--- src/rtl/alu_display_core.sv ---
// Push-button calculator core: edge-detected operand/opcode capture, registered ALU,
// multi-cycle double-dabble BCD conversion and a time-multiplexed anode/digit scanner.
module alu_display_core #(
    parameter int unsigned WIDTH    = 8,
    parameter int unsigned DIGITS   = 4,
    parameter int unsigned SCAN_DIV = 16
) (
    input  logic              Clk,
    input  logic              Reset,
    input  logic [WIDTH-1:0]  sw,
    input  logic              pb_a,
    input  logic              pb_b,
    input  logic              pb_op,
    output logic [WIDTH-1:0]  LED,
    output logic              carry,
    output logic              busy,
    output logic [DIGITS-1:0] AN_SEL,
    output logic [3:0]        digit_code
);

    localparam int unsigned RW = WIDTH + 1;
    localparam int unsigned BW = 4 * (DIGITS - 1);
    localparam int unsigned CW = $clog2(RW);
    localparam int unsigned PW = (SCAN_DIV > 1) ? $clog2(SCAN_DIV) : 1;
    localparam int unsigned IW = (DIGITS > 1) ? $clog2(DIGITS) : 1;

    typedef enum logic [2:0] {
        OP_ADD = 3'd0,
        OP_SUB = 3'd1,
        OP_AND = 3'd2,
        OP_OR  = 3'd3,
        OP_XOR = 3'd4,
        OP_SHL = 3'd5
    } opcode_t;

    typedef enum logic [1:0] {
        IDLE,
        CONV,
        LATCH
    } conv_state_t;

    logic [WIDTH-1:0] a;
    logic [WIDTH-1:0] b;
    opcode_t          op;
    logic             prev_a;
    logic             prev_b;
    logic             prev_op;
    logic             ev_a;
    logic             ev_b;
    logic             ev_op;
    logic             recompute;
    logic             new_result;
    logic [RW-1:0]    res;
    logic [RW-1:0]    alu;

    assign ev_a  = pb_a  & ~prev_a;
    assign ev_b  = pb_b  & ~prev_b;
    assign ev_op = pb_op & ~prev_op;

    always_comb begin
        alu = '0;
        case (op)
            OP_ADD:  alu = {1'b0, a} + {1'b0, b};
            OP_SUB:  alu = {(a < b), a - b};
            OP_AND:  alu = {1'b0, a & b};
            OP_OR:   alu = {1'b0, a | b};
            OP_XOR:  alu = {1'b0, a ^ b};
            OP_SHL:  alu = {a, 1'b0};
            default: alu = '0;
        endcase
    end

    always_ff @(posedge Clk) begin
        if (Reset) begin
            a          <= '0;
            b          <= '0;
            op         <= OP_ADD;
            prev_a     <= 1'b0;
            prev_b     <= 1'b0;
            prev_op    <= 1'b0;
            recompute  <= 1'b0;
            new_result <= 1'b0;
            res        <= '0;
        end else begin
            prev_a  <= pb_a;
            prev_b  <= pb_b;
            prev_op <= pb_op;
            if (ev_a)  a  <= sw;
            if (ev_b)  b  <= sw;
            if (ev_op) op <= (op == OP_SHL) ? OP_ADD : opcode_t'(op + 3'd1);
            recompute  <= ev_a | ev_b | ev_op;
            new_result <= recompute;
            if (recompute) res <= alu;
        end
    end

    assign LED   = res[WIDTH-1:0];
    assign carry = res[WIDTH];

    conv_state_t   state;
    logic [CW-1:0] iter;
    logic [RW-1:0] bin;
    logic [BW-1:0] bcd;
    logic [BW-1:0] bcd_adj;
    logic [BW-1:0] disp;
    logic          pending;

    always_comb begin
        bcd_adj = bcd;
        for (int unsigned i = 0; i < DIGITS - 1; i++) begin
            if (bcd[4*i +: 4] >= 4'd5) bcd_adj[4*i +: 4] = bcd[4*i +: 4] + 4'd3;
        end
    end

    // The display register only changes in LATCH, so a conversion in flight is never visible.
    always_ff @(posedge Clk) begin
        if (Reset) begin
            state   <= IDLE;
            busy    <= 1'b0;
            pending <= 1'b0;
            iter    <= '0;
            bin     <= '0;
            bcd     <= '0;
            disp    <= '0;
        end else begin
            case (state)
                IDLE: begin
                    if (new_result || pending) begin
                        state   <= CONV;
                        busy    <= 1'b1;
                        pending <= 1'b0;
                        bin     <= res;
                        bcd     <= '0;
                        iter    <= '0;
                    end
                end
                CONV: begin
                    bcd <= BW'({bcd_adj, bin[RW-1]});
                    bin <= {bin[RW-2:0], 1'b0};
                    if (new_result) pending <= 1'b1;
                    if (iter == CW'(WIDTH)) state <= LATCH;
                    else                    iter  <= iter + CW'(1);
                end
                LATCH: begin
                    disp  <= bcd;
                    state <= IDLE;
                    busy  <= 1'b0;
                    if (new_result) pending <= 1'b1;
                end
                default: begin
                    state <= IDLE;
                    busy  <= 1'b0;
                end
            endcase
        end
    end

    logic [PW-1:0] presc;
    logic [IW-1:0] idx;
    logic [IW-1:0] idx_n;
    logic          wrap;
    logic [3:0]    letter;
    logic [3:0]    digit_n;

    assign wrap   = (presc == PW'(SCAN_DIV - 1));
    assign letter = 4'hA + 4'(op);

    always_comb begin
        idx_n = idx;
        if (wrap) idx_n = (idx == IW'(DIGITS - 1)) ? '0 : idx + IW'(1);
    end

    always_comb begin
        digit_n = letter;
        if (idx_n != IW'(DIGITS - 1)) digit_n = disp[4*idx_n +: 4];
    end

    // Anode select and digit code come from the same next index so they always agree.
    always_ff @(posedge Clk) begin
        if (Reset) begin
            presc      <= '0;
            idx        <= '0;
            AN_SEL     <= ~DIGITS'(1);
            digit_code <= '0;
        end else begin
            presc      <= wrap ? '0 : presc + PW'(1);
            idx        <= idx_n;
            AN_SEL     <= ~(DIGITS'(1) << idx_n);
            digit_code <= digit_n;
        end
    end

endmodule

--- config.mk ---
export PLATFORM = sky130hd
export DESIGN_NAME = alu_display_core
export DESIGN_NICKNAME = d
export VERILOG_FILES = /design/src/rtl/alu_display_core.sv
export SDC_FILE = /design/constraint.sdc
export NUM_CORES = 1
export LEC_CHECK = 0
export ABC_CLOCK_PERIOD_IN_PS = 2600
export CAP_MARGIN = 15
export CELL_PAD_IN_SITES_DETAIL_PLACEMENT = 0
export CELL_PAD_IN_SITES_GLOBAL_PLACEMENT = 2
export CORE_MARGIN = 5
export CORE_UTILIZATION = 39
export CTS_CLUSTER_SIZE = 12
export DETAILED_ROUTE_END_ITERATION = 10
export DONT_BUFFER_PORTS = 1
export HOLD_SLACK_MARGIN = 0.05
export MAX_ROUTING_LAYER = met4
export PLACE_DENSITY = 0.91
export SLEW_MARGIN = 20
export SYNTH_ARGS = -nofsm -noshare
export SYNTH_HDL_FRONTEND = slang
export SYNTH_SLANG_ARGS = --single-unit
export TNS_END_PERCENT = 10
--- constraint.sdc ---
create_clock -name Clk -period 2.6 [get_ports Clk]
set_input_delay 0.39 -clock Clk [delete_from_list [all_inputs] [get_ports Clk]]
set_output_delay 0.39 -clock Clk [all_outputs]
set_load 0.01 [all_outputs]
==> results.json <==
{
  "numPortBuffers": 0,
  "grt_max_degree": 83,
  "path_class": "flip-flop to flip-flop",
  "initial_utilization_pct": 40.05,
  "drc": 0,
  "coreArea_um2": 12060,
  "yosysUniqueCellTypes": 60,
  "rows": 40,
  "synthToLayoutAreaGrowth_pct": 10.02,
  "finalHoldViolCount": 0,
  "cp.required_ps": 2850,
  "path_cells": "inv_1 -> ha_1 -> fa_1 -> o21bai_1 -> a21oi_1 -> xnor2_1 -> a21o_1 -> a221oi_1 -> o21ai_1",
  "syn_avg_cell_area_um2": 8.490,
  "fin_worst_skew_ps": 9.149,
  "rsz0062_at_grt": "false",
  "num_vias": 3911,
  "slew_violations": 0,
  "ys_seq_elements": 88,
  "synth_simple_gate_area_share_pct": 17.43,
  "synthAdderAreaFrac_pct": 11.71,
  "post-route-util_pct": 44.07,
  "routedWlPerCell_um": 15.89,
  "clkLatencyLatePin_ps": 360,
  "grt_first_pass_wirelength_um": 19150,
  "setup_viol": 0,
  "status": "complete, no violations",
  "maxCapViolations": 0,
  "fmax_ghz": 0.4577,
  "power_mw": 3.525,
  "cts_buffer_depth": 2,
  "regArea_um2": 1762,
  "powerDensity_nw_per_um2": 663.2,
  "cts_buffers": 9,
  "synth_cells": 569,
  "hold_path_class": "input port to flip-flop",
  "antenna_cells": 0,
  "cp-start-kind": "flip-flop",
  "synth_top_family_by_area": "compound AO/OA/AOI/OAI gates",
  "arrival_ps": 2430,
  "final_nets": 620,
  "crit_buf_inv": 1,
  "synthXorXnorAreaFrac_pct": 2.901,
  "initialDrtViolationCount": 291,
  "crit_slowest_cell": "fa_1",
  "drive_above_1_share_pct": 6.514,
  "yosysWarningCount": 0,
  "peakVddDrop_mv": 0.3610,
  "netlist_area_um2": 4831,
  "h-tree-depth": 3,
  "worst_slack_ps": 415.2,
  "die_area_um2": 14710,
  "async_flop_share_pct": 0,
  "gp_congestion": 0.9403,
  "tns_ps": 0,
  "relSlewSlack_pct": 49.66,
  "cts-root-buf": "clkbuf_16",
  "cts_tree": "yes",
  "io-pin-count": 31,
  "cts.clk_slew.worst_paths_ps": 70,
  "p_leak_nw": 2.013,
  "via_per_inst": 5.314,
  "synthMuxAreaShare_pct": 7.123,
  "pre_cts_ws_ps": 425.0,
  "crit_family": "compound AO/OA/AOI/OAI gates",
  "dr.pass1.iters": 6,
  "ant_nets": 0,
  "die_y_um": 121.3,
  "worstPathMaxFanout": 4,
  "grt_pass1_vias": 3762,
  "slowest_delay_ps": 410,
  "synth_ff_type": "dfxtp_1",
  "antenna_found_initial": 0,
  "synth_edf_count": 0,
  "track_usage_pct": 16.89,
  "seq_area_frac_synth_pct": 36.47,
  "period_minus_slack_ps": 2185,
  "timing.final.crit_share_pct": 84.03,
  "cts_hold_buf": 0,
  "endpoint_kind": "flip-flop",
  "grt-ovfl-total": 0,
  "clock-sinks": 88,
  "wl_um": 11690,
  "die_w_um": 121.3,
  "synth_compound_area_share_pct": 18.73,
  "cts_resized": 0,
  "fillers": 1187,
  "worst_slew_pin_slew_ps": 755.1,
  "cts_setup_buffers": 0,
  "multiInputGateArea_um2": 2796,
  "syn_nets": 626,
  "hpwl_um": 8449
}
## power breakdown
group | leakage [nW] | total, mW | internal (mW) | switching [mW]
Clock | 0.149 | 1.41 | 0.847 | 0.567
Sequential | 0.716 | 1.50 | 1.43 | 0.0750
Combinational | 1.15 | 0.608 | 0.238 | 0.370
Total | 2.01 | 3.53 | 2.51 | 1.01
## final timing paths
path / from / end / slack [ps] / depth (start not counted)
worst max register to register: a[0] / res[4] / 420 / 9
worst min-delay path: Reset / digit_code[2] / 100 / 1
worst max-delay path: a[0] / res[4] / 420 / 9
worst min register to register: b[6] / b[6] / 470 / 2
## cell usage after synthesis, drive strengths merged, types with 8 or more instances
cell / n / area (um^2)
nor2b: 11 / 76.32
dfxtp: 88 / 1762
mux2i: 23 / 242.7
a21oi: 44 / 224.0
nand2: 58 / 217.7
xnor2: 12 / 105.1
ha: 42 / 525.5
inv: 44 / 165.2
o21ai: 27 / 135.1
nand2b: 10 / 62.56
clkbuf: 11 / 41.29
buf: 14 / 66.32
a211oi: 12 / 90.09
nand3: 8 / 52.55
a22oi: 18 / 135.1
nor3: 16 / 90.09
nor2: 74 / 280.3
## flip-flops by register name, indices dropped and copies added (netlist names), 8 cells and up
| register | cells |
|---|---|
| a | 8 |
| b | 8 |
| bcd | 12 |
| bin | 9 |
| disp | 12 |
| res | 9 |
## kinds of logic after synthesis
kind of cell             Yosys count
adder cells (fa/ha/maj)           44
XOR/XNOR                          16
buffers and inverters             69
AO/OA/AOI/OAI                    139
AND/OR/NAND/NOR                  186
flip-flops                        88
multiplexers                      27
## per-stage QoR
stage	instances	cell area, um^2	hold slack [ps]
CTS	736	5315	95.22
global placement	720	4994	455.2
detailed placement	720	4994	465.9
global route	736	5315	84.15
finish	736	5315	103.0
floorplan	569	4831	449.4
## layout by cell type, fill, tap and decap left out, types with 4 or more instances in the layout
cell type and n:
buf_4 8, dfxtp_1 88, mux2i_1 22, xnor2_1 12, nand2b_1 10, a211oi_1 12
a22oi_1 18, nor3_1 14, a21o_1 4, nor2b_1 10, nor2_1 73, nand2_1 58
a221oi_1 4, a21oi_1 43, nand3_1 7, ha_1 42, xor2_1 4, o21ai_0 24
inv_1 42, clkbuf_16 9
## final cells by class
type                       count  area share, %
inverter                      44          3.107
sequential                    88          33.15
tap                          168          3.955
clock buffer                  10          4.308
timing repair buffer           8          1.130
multi-input combinational    412          52.61
clock inverter                 6          1.742
## per-layer routing
layer  up-vias  wire [um]  global-route usage [%]  part of all wire (%)
li1       1957          -                       -                     -
met1      1846       5294                   20.50                    45
met2        93       5539                   27.29                    47
met3        15        724                   5.455                   6.2
met4         0        134                   4.202                   1.1
met5         -          0                       -                     0
(Power assumes the default switching activity.)
